===== src/rtl/mult_div_unit.sv =====
// Iterative multiply/divide unit owning the HI/LO pair: shift-add multiply,
// restoring divide, then a sign-fix cycle before the result lands in HI/LO.
module mult_div_unit #(
  parameter int WIDTH = 32
) (
  input  logic             Clk,
  input  logic             Reset,
  input  logic             start,
  input  logic [1:0]       op,
  input  logic [WIDTH-1:0] a,
  input  logic [WIDTH-1:0] b,
  input  logic             hi_we,
  input  logic             lo_we,
  input  logic [WIDTH-1:0] wdata,
  output logic             busy,
  output logic             done,
  output logic             div_by_zero,
  output logic [WIDTH-1:0] hi,
  output logic [WIDTH-1:0] lo
);

  localparam int CW = $clog2(WIDTH + 1);
  localparam logic [CW-1:0] LAST = CW'(WIDTH);

  typedef enum logic [1:0] {S_IDLE, S_RUN, S_FIX, S_DONE} state_t;

  state_t             state_q;
  logic [CW-1:0]      cnt_q;
  logic               is_div_q;
  logic [WIDTH-1:0]   opnd_q;
  logic [2*WIDTH-1:0] acc_q;
  logic               neg_lo_q;
  logic               neg_hi_q;
  logic               dz_q;
  logic [WIDTH-1:0]   a_raw_q;
  logic [WIDTH-1:0]   hi_q;
  logic [WIDTH-1:0]   lo_q;
  logic               busy_q;
  logic               done_q;
  logic               dbz_q;

  // Operand conditioning: magnitudes for signed ops, raw values for unsigned.
  logic             is_signed, a_neg, b_neg;
  logic [WIDTH-1:0] mag_a, mag_b;

  assign is_signed = ~op[0];
  assign a_neg     = is_signed & a[WIDTH-1];
  assign b_neg     = is_signed & b[WIDTH-1];
  assign mag_a     = a_neg ? -a : a;
  assign mag_b     = b_neg ? -b : b;

  // Multiply step: acc = {partial product, remaining multiplier bits}.
  logic [WIDTH:0]     mul_sum;
  logic [2*WIDTH-1:0] mul_next;

  assign mul_sum  = {1'b0, acc_q[2*WIDTH-1:WIDTH]} + (acc_q[0] ? {1'b0, opnd_q} : '0);
  assign mul_next = {mul_sum, acc_q[WIDTH-1:1]};

  // Divide step: acc = {partial remainder, dividend bits / quotient bits}.
  logic [WIDTH:0]     div_sh, div_diff;
  logic               div_ge;
  logic [2*WIDTH-1:0] div_next;

  assign div_sh   = {acc_q[2*WIDTH-1:WIDTH], acc_q[WIDTH-1]};
  assign div_diff = div_sh - {1'b0, opnd_q};
  assign div_ge   = ~div_diff[WIDTH];
  assign div_next = {(div_ge ? div_diff[WIDTH-1:0] : div_sh[WIDTH-1:0]),
                     acc_q[WIDTH-2:0], div_ge};

  logic [2*WIDTH-1:0] acc_d;
  assign acc_d = is_div_q ? div_next : mul_next;

  // Sign correction applied in the FIX cycle.
  logic [2*WIDTH-1:0] prod_fix;
  logic [WIDTH-1:0]   quot_fix, rem_fix;
  logic [WIDTH-1:0]   fix_hi_d, fix_lo_d;

  assign prod_fix = neg_lo_q ? -acc_q : acc_q;
  assign quot_fix = neg_lo_q ? -acc_q[WIDTH-1:0] : acc_q[WIDTH-1:0];
  assign rem_fix  = neg_hi_q ? -acc_q[2*WIDTH-1:WIDTH] : acc_q[2*WIDTH-1:WIDTH];

  always_comb begin
    fix_hi_d = prod_fix[2*WIDTH-1:WIDTH];
    fix_lo_d = prod_fix[WIDTH-1:0];
    if (is_div_q) begin
      if (dz_q) begin
        fix_hi_d = a_raw_q;
        fix_lo_d = '1;
      end else begin
        fix_hi_d = rem_fix;
        fix_lo_d = quot_fix;
      end
    end
  end

  always_ff @(posedge Clk) begin
    if (Reset) begin
      state_q  <= S_IDLE;
      cnt_q    <= '0;
      is_div_q <= 1'b0;
      opnd_q   <= '0;
      acc_q    <= '0;
      neg_lo_q <= 1'b0;
      neg_hi_q <= 1'b0;
      dz_q     <= 1'b0;
      a_raw_q  <= '0;
      hi_q     <= '0;
      lo_q     <= '0;
      busy_q   <= 1'b0;
      done_q   <= 1'b0;
      dbz_q    <= 1'b0;
    end else begin
      done_q <= 1'b0;
      dbz_q  <= 1'b0;
      case (state_q)
        S_IDLE, S_DONE: begin
          if (hi_we) hi_q <= wdata;
          if (lo_we) lo_q <= wdata;
          if (start) begin
            state_q  <= S_RUN;
            busy_q   <= 1'b1;
            cnt_q    <= '0;
            is_div_q <= op[1];
            opnd_q   <= op[1] ? mag_b : mag_a;
            acc_q    <= {{WIDTH{1'b0}}, (op[1] ? mag_a : mag_b)};
            neg_lo_q <= a_neg ^ b_neg;
            neg_hi_q <= a_neg;
            dz_q     <= op[1] & (b == '0);
            a_raw_q  <= a;
          end else begin
            state_q <= S_IDLE;
          end
        end
        // WIDTH step cycles followed by one hand-off cycle into FIX.
        S_RUN: begin
          if (cnt_q == LAST) begin
            state_q <= S_FIX;
          end else begin
            acc_q <= acc_d;
            cnt_q <= cnt_q + CW'(1);
          end
        end
        S_FIX: begin
          hi_q    <= fix_hi_d;
          lo_q    <= fix_lo_d;
          done_q  <= 1'b1;
          dbz_q   <= dz_q;
          busy_q  <= 1'b0;
          state_q <= S_DONE;
        end
        default: state_q <= S_IDLE;
      endcase
    end
  end

  assign busy        = busy_q;
  assign done        = done_q;
  assign div_by_zero = dbz_q;
  assign hi          = hi_q;
  assign lo          = lo_q;

endmodule


===== config.mk =====
export PLATFORM = sky130hd
export DESIGN_NAME = mult_div_unit
export DESIGN_NICKNAME = d
export VERILOG_FILES = /design/src/rtl/mult_div_unit.sv
export SDC_FILE = /design/constraint.sdc
export NUM_CORES = 1
export LEC_CHECK = 0
export ABC_AREA = 1
export CAP_MARGIN = 20
export CORE_MARGIN = 2
export CORE_UTILIZATION = 50
export CTS_CLUSTER_SIZE = 14
export DETAILED_ROUTE_END_ITERATION = 16
export GPL_TIMING_DRIVEN = 0
export HOLD_SLACK_MARGIN = 0.1
export PLACE_DENSITY = 0.7
export SLEW_MARGIN = 20
export SYNTH_ARGS = -nofsm -noshare
export SYNTH_HDL_FRONTEND = slang
export SYNTH_SLANG_ARGS = --single-unit

===== constraint.sdc =====
create_clock -name Clk -period 7.2 [get_ports Clk]
set_clock_uncertainty 0.15 [all_clocks]
set_input_delay 1.8 -clock Clk [delete_from_list [all_inputs] [get_ports Clk]]
set_output_delay 1.8 -clock Clk [all_outputs]
set_load 0.01 [all_outputs]

==> results.sh, run 1 <==
export IMPL_nets=4099
export IMPL_async_flop_share_pct=0
export IMPL_critPathMaxFanout=4
export IMPL_worstSetupPathType="input pin to flop"
export IMPL_fin_crit_ns=4.490
export IMPL_ir_drop_v=0.0003389
export IMPL_swShare_pct=54.60
export IMPL_required_ns=7.54
export IMPL_detail_route_wl_per_cell_um=22.53
export IMPL_slew_headroom_pct=19.71
export IMPL_synth_cell_type_count=57
export IMPL_finalSetupViolations=0
export IMPL_period_share_pct=62.36
export IMPL_wl_um=100800
export IMPL_placementRows=74
export IMPL_hold_viol=0
export IMPL_numCtsBuffers=26
export IMPL_fp_coreArea_sq_mm=0.04055
export IMPL_clkSinkCount=207
export IMPL_chipWidth_um=206.2
export IMPL_ant_nets=0
export IMPL_p_leak_nw=11.85
export IMPL_avgViaCountPerCell=5.833
export IMPL_met2_usage_pct=66.01
export IMPL_yosysWarnings=0
export IMPL_cts_resized_gates=0
export IMPL_synth_top_area_share_pct=20.27
export IMPL_dpl_cell_area_sq_mm=0.02279
export IMPL_synthCells=3726
export IMPL_h_tree_depth=1
export IMPL_clk_latency_ns=0.58
export IMPL_tightest_slew_ns=1.204
export IMPL_netlist_area_sq_mm=0.02044
export IMPL_drive_gt1_share_pct=3.349
export IMPL_holdWs_ns=0.3332
export IMPL_p_switching_mw=4.790
export IMPL_power_frac_comb_pct=62.1
export IMPL_antenna_found_initial=3
export IMPL_ys_ff_latch=207
export IMPL_hpwl_um=82600
export IMPL_grt_use_met1_pct=60.70
export IMPL_ctsHoldBuffers=0
export IMPL_clk_pin_slew_worst_paths_ns=0.06
export IMPL_status="finished, final reports clean"
export IMPL_cts_tree="done"
export IMPL_fin_area_sq_mm=0.02366
export IMPL_min_path_type="flop to flop"
export IMPL_power_density_mw_per_mm2=370.7
export IMPL_cts_setup_buffers=0
export IMPL_die_area_sq_mm=0.04251
export IMPL_gr_total_overflow=0
export IMPL_critPathLaunchType="input pin"
export IMPL_maxCapViolCount=0
export IMPL_pin_count=170
export IMPL_grtUsageTotal_pct=46.31
export IMPL_grt_max_degree=13
export IMPL_synth_edf_count=0
export IMPL_arrival_ns=4.83
export IMPL_synth_top_area_cell="dfxtp_1"
export IMPL_port_buffers=168
export IMPL_start_util_pct=50.40
export IMPL_pwr_share_clk_pct=15.5
export IMPL_syn_nets=3903
export IMPL_root_buffer="clkbuf_16"
export IMPL_clk_path_buf_depth=3
export IMPL_yosysSeqAreaShare_pct=20.27
export IMPL_synthTopCellsByArea="dfxtp_1 (20%), nand2_1 (20%), inv_1 (10%), a21oi_1 (8.6%), o21ai_0 (7.4%)"
export IMPL_gp_congestion=1.106
export IMPL_syn_mean_instance_area_sq_um=5.486
export IMPL_busiest_layer="met2"
export IMPL_grt_pass1_wl_um=144700
export IMPL_rsz0062_at_grt="no"
export IMPL_seq_power_share_pct=22.4
export IMPL_syn_to_final_growth_pct=15.77
export IMPL_end_kind="flop"
export IMPL_drt_iter0_markers=3616
export IMPL_internal_power_mw=3.983
export IMPL_synth_flop_cell="dfxtp_1"
export IMPL_fmax_mhz=222.7
export IMPL_vias=26090
export IMPL_fin_tns_setup_ns=0
export IMPL_die_height_um=206.2
export IMPL_slew_violations=0
export IMPL_drc=0
export IMPL_drt_pass1_iterations=9
export IMPL_use_met3_pct=15.34
export IMPL_num_antenna_cells=0
export IMPL_grt_pass1_vias=23210
## through the flow
step / std cells / total power [mW] / utilization, % / worst slack, ns
3_3_place_gp: 4426 / 7.079 / 56.19 / 2.066
6_report: 4473 / 8.773 / 58.35 / 2.710
4_1_cts: 4473 / 8.458 / 58.35 / 2.615
3_5_place_dp: 4426 / 7.099 / 56.19 / 2.050
2_1_floorplan: 3726 / 5.031 / - / 3.740
5_1_grt: 4473 / 9.194 / 58.35 / 2.720
## worst paths after layout
check | from | to | slack [ns] | cells past startpoint
worst max-delay path | a[0] | acc_q[16] | 2.71 | 14
worst min register to register | a_raw_q[18] | a_raw_q[18] | 0.33 | 2
worst max register to register | acc_q[0] | acc_q[62] | 3.58 | 18
worst min-delay path | a_raw_q[18] | a_raw_q[18] | 0.33 | 2
## cells in the final DEF (no fill, tap or decap), types with 9 or more instances in the layout
| cell type | instances |
|---|---|
| buf_6 | 9 |
| buf_1 | 23 |
| clkbuf_1 | 105 |
| clkdlybuf4s50_1 | 168 |
| nand4_1 | 43 |
| o211ai_1 | 27 |
| nand2_2 | 15 |
| nor2_1 | 381 |
| clkbuf_16 | 27 |
| a21oi_1 | 351 |
| o21ai_1 | 11 |
| nand3_1 | 281 |
| a31oi_1 | 10 |
| nor2_2 | 15 |
| nor3_1 | 45 |
| xnor2_1 | 11 |
| nand2_1 | 1076 |
| o21ai_0 | 304 |
| o21bai_1 | 10 |
| inv_1 | 545 |
| ha_1 | 72 |
| buf_2 | 20 |
| dfxtp_1 | 207 |
| xor2_1 | 69 |
## cells by family after synthesis
group | count (synthesis) | synth area share (%)
simple gates | 1890 | 38.23
compound gates | 760 | 19.83
buf+inv | 715 | 13.63
flops | 207 | 20.27
xor+xnor | 80 | 3.428
fa+ha+maj | 74 | 4.603
## flip-flops by register name, indices dropped and copies added (netlist names)
register,cells
acc_q,64
div_by_zero,1
neg_lo_q,1
hi,32
neg_hi_q,1
lo,32
state_q,2
dz_q,1
cnt_q,6
is_div_q,1
a_raw_q,32
done,1
busy,1
opnd_q,32
## synth_stat cells (6+ instances only)
cell type and number:
o221ai_1 7, o21ai_0 304, xnor2_1 11, nor2_2 14
o21bai_1 10, buf_1 23, inv_1 545, o22ai_1 6
a21oi_1 351, nand3_1 281, buf_6 9, and2_1 8
dfxtp_1 207, ha_1 72, nand2_1 1076, o21ai_1 11
nand4_1 43, o211ai_1 27, clkbuf_1 100, nor3_1 45
a31oi_1 10, nand2_2 15, nor2_1 382, xor2_1 69
inv_2 8, buf_2 20
## critical path, stage by stage
cell and delay [ns]:
clkdlybuf4s50_1 0.52, inv_1 0.19, ha_1 0.24, nand3_1 0.18, nor2_2 0.22, nand2_2 0.09, o21ai_2 0.20, nand2_2 0.12
nor2_1 0.13, xor2_1 0.50, nand2_1 0.10, nand2_1 0.08, nand2_1 0.23, a21oi_1 0.20
## cell type report
type | count | area [sq um]
fillers | 4392 | 16890
multi-input cells | 2804 | 13510
flip-flops and latches | 207 | 4144
inverters | 558 | 2095
repair buffers | 168 | 1682
clock buffers | 36 | 749.5
plain buffers | 157 | 690.7
well taps | 532 | 665.6
clock inverters | 11 | 125.1
## power groups by stage
stage	Sequential, mW	Combinational [mW]	Clock, mW
final	1.97	5.45	1.36
after global routing	1.98	5.83	1.39
after CTS	1.91	5.19	1.35
after detailed placement	1.93	5.16	0
after global placement	1.93	5.15	0
after floorplan	1.83	3.20	0
## per-layer routing
| layer | vias to the layer above | wire (um) | share of wire [%] |
|---|---|---|---|
| met5 | - | 36 | 0.036 |
| met4 | 6 | 6984 | 6.9 |
| li1 | 12330 | - | - |
| met3 | 338 | 14600 | 14 |
| met1 | 11670 | 39790 | 39 |
| met2 | 1748 | 39380 | 39 |
(Power assumes the default switching activity.)
==> run 2, diff against run 1 <==
--- a/config.mk
+++ b/config.mk
@@ -13,7 +13,7 @@
 export DETAILED_ROUTE_END_ITERATION = 16
 export GPL_TIMING_DRIVEN = 0
 export HOLD_SLACK_MARGIN = 0.1
-export PLACE_DENSITY = 0.7
+export PLACE_DENSITY = 0.73
 export SLEW_MARGIN = 20
 export SYNTH_ARGS = -nofsm -noshare
 export SYNTH_HDL_FRONTEND = slang
==> constraint.sdc (replaced) <==
create_clock -name Clk -period 4.07 [get_ports Clk]
set_clock_uncertainty 0.15 [all_clocks]
set_input_delay 1.0175 -clock Clk [delete_from_list [all_inputs] [get_ports Clk]]
set_output_delay 1.0175 -clock Clk [all_outputs]
set_load 0.01 [all_outputs]
==> results.sh, run 2 (synthesized netlist as in run 1, its figures left out) <==
export IMPL_status="finished, final reports clean"
export IMPL_port_buffers=168
export IMPL_fp_coreArea_sq_mm=0.04055
export IMPL_place_inst=4426
export IMPL_worst_slack_ns=0.4878
export IMPL_end_kind="flop"
export IMPL_detail_route_wl_per_cell_um=22.65
export IMPL_cts_resized_gates=0
export IMPL_grtUsageTotal_pct=46.70
export IMPL_tightest_slew_ns=1.165
export IMPL_antenna_found_initial=5
export IMPL_placementRows=74
export IMPL_crit_path_top_delay_cell="clkdlybuf4s50_1"
export IMPL_regMostFlops="acc_q"
export IMPL_grt_pass1_wl_um=146800
export IMPL_min_path_type="flop to flop"
export IMPL_pwr_share_clk_pct=15.9
export IMPL_arrival_ns=3.93
export IMPL_rsz0062_at_grt="no"
export IMPL_vias=26430
export IMPL_reg2reg_from="acc_q[0]"
export IMPL_layout_common_cells="nand2_1 (1076), inv_1 (545), nor2_1 (382)"
export IMPL_numCtsBuffers=26
export IMPL_grt_max_degree=14
export IMPL_syn_to_final_growth_pct=16.00
export IMPL_grt_pass1_vias=23630
export IMPL_clkSinkCount=207
export IMPL_die_area_sq_mm=0.04251
export IMPL_dpl_cell_area_sq_mm=0.02279
export IMPL_avgViaCountPerCell=5.902
export IMPL_start_util_pct=50.40
export IMPL_crit_top_cell="nand2_1"
export IMPL_seq_power_share_pct=22.0
export IMPL_ctsHoldBuffers=0
export IMPL_ant_nets=0
export IMPL_power_density_mw_per_mm2=661.8
export IMPL_clk_pin_slew_worst_paths_ns=0.06
export IMPL_worstHoldPathCells=2
export IMPL_pin_count=170
export IMPL_maxCapViolCount=0
export IMPL_worstPathCellList="clkdlybuf4s50_1, inv_1, ha_1, nand3_1, nor2_2, nand2_2, o21ai_2, nand2_2, nor2_1, xor2_1, nand2_1, nand2_1, nand2_1, a21oi_1"
export IMPL_fin_area_sq_mm=0.02371
export IMPL_gr_total_overflow=0
export IMPL_fin_crit_ns=3.582
export IMPL_gp_congestion=1.118
export IMPL_crit_path_max_incr_delay_ns=0.53
export IMPL_drive_gt1_share_pct=3.449
export IMPL_clk_latency_ns=0.58
export IMPL_worstSetupPathType="input pin to flop"
export IMPL_clk_path_buf_depth=3
export IMPL_power_frac_comb_pct=62.1
export IMPL_slew_violations=0
export IMPL_nets=4100
export IMPL_required_ns=4.42
export IMPL_hpwl_um=82770
export IMPL_cts_tree="done"
export IMPL_period_share_pct=88.01
export IMPL_drt_pass1_iterations=7
export IMPL_hold_viol=0
export IMPL_layout_cells_non_filler=4478
export IMPL_cts_setup_buffers=0
export IMPL_slew_headroom_pct=22.36
export IMPL_largest_register_ffs=64
export IMPL_hold_path_startpoint="a_raw_q[23]"
export IMPL_r2r_end="acc_q[59]"
export IMPL_p_switching_mw=8.620
export IMPL_critPathLaunchType="input pin"
export IMPL_chipWidth_um=206.2
export IMPL_rrSetupSlack_ns=0.54
export IMPL_place_ws_ns=-0.1869
export IMPL_root_buffer="clkbuf_16"
export IMPL_wl_um=101400
export IMPL_swShare_pct=54.93
export IMPL_ir_drop_v=0.0006034
export IMPL_reg2reg_depth=18
export IMPL_drt_iter0_markers=3658
export IMPL_holdPathEnd="a_raw_q[23]"
export IMPL_die_height_um=206.2
export IMPL_drc=0
export IMPL_finalSetupViolations=0
export IMPL_internal_power_mw=7.071
export IMPL_mostFrequentLayoutCell="nand2_1"
export IMPL_h_tree_depth=1
export IMPL_fmax_mhz=279.2
export IMPL_critPathMaxFanout=4
export IMPL_p_leak_nw=11.87
[run 2: cell count changes in the layout (fill, tap and decap cells not counted), sizes merged]
cell / before / now
buf: 53 / 54
clkinv: 9 / 10
clkbuf: 140 / 139
inv: 556 / 557
diode: 0 / 3
[run 2: stage by stage]
stage | hold slack [ns] | setup TNS [ns] | utilization [%] | total power, mW
finish | 0.3254 | 0 | 58.47 | 15.69
global route | 0.3335 | 0 | 58.45 | 16.45
CTS | 0.3164 | 0 | 58.43 | 15.11
detailed placement | 0.3076 | -0.9741 | 56.19 | 12.61
global placement | 0.3018 | -1.147 | 56.19 | 12.58
floorplan | 0.2797 | 0 | - | 8.900
[run 2: power groups by stage]
stage / clock network, mW / logic, mW / registers [mW]
3_3_place_gp: 0 / 9.19 / 3.39
6_report: 2.50 / 9.74 / 3.45
3_5_place_dp: 0 / 9.22 / 3.39
4_1_cts: 2.47 / 9.28 / 3.36
5_1_grt: 2.55 / 10.4 / 3.46
2_1_floorplan: 0 / 5.66 / 3.24
[run 2: per-layer routing]
layer  wire [um]  up-vias  global-route usage, %
met1       40260    11860                  62.88
met5          38        -                      0
met4        6234        6                  24.34
li1            -    12360                      -
met3       14720      311                  14.38
met2       40170     1891                  66.45
[run 2: critical path: cells and delay by family]
kind / cells / cell delay, ns
and+or+nand+nor: 8 / 1.14
buffers and inverters: 2 / 0.73
xor gates and xnor gates: 1 / 0.42
AOI/OAI and AO/OA: 2 / 0.41
adders and majority gates: 1 / 0.21
[run 2: worst max path at each step]
stage                  start    endpoint
global route        acc_q[0]   acc_q[59]
global placement       start   acc_q[32]
finish                  a[0]   acc_q[16]
floorplan               a[1]  opnd_q[20]
detailed placement     start   acc_q[33]
CTS                    start   acc_q[33]
[run 2: area by class of cell]
type	count	area, sq um
timing repair buffer	169	1689
clock buffer	35	754.5
clock inverter	13	153.9
multi-input combinational	2804	13510
inverter	558	2095
antenna	3	7.507
fill	4322	16840
tap	532	665.6
buffer	157	690.7
sequential	207	4144
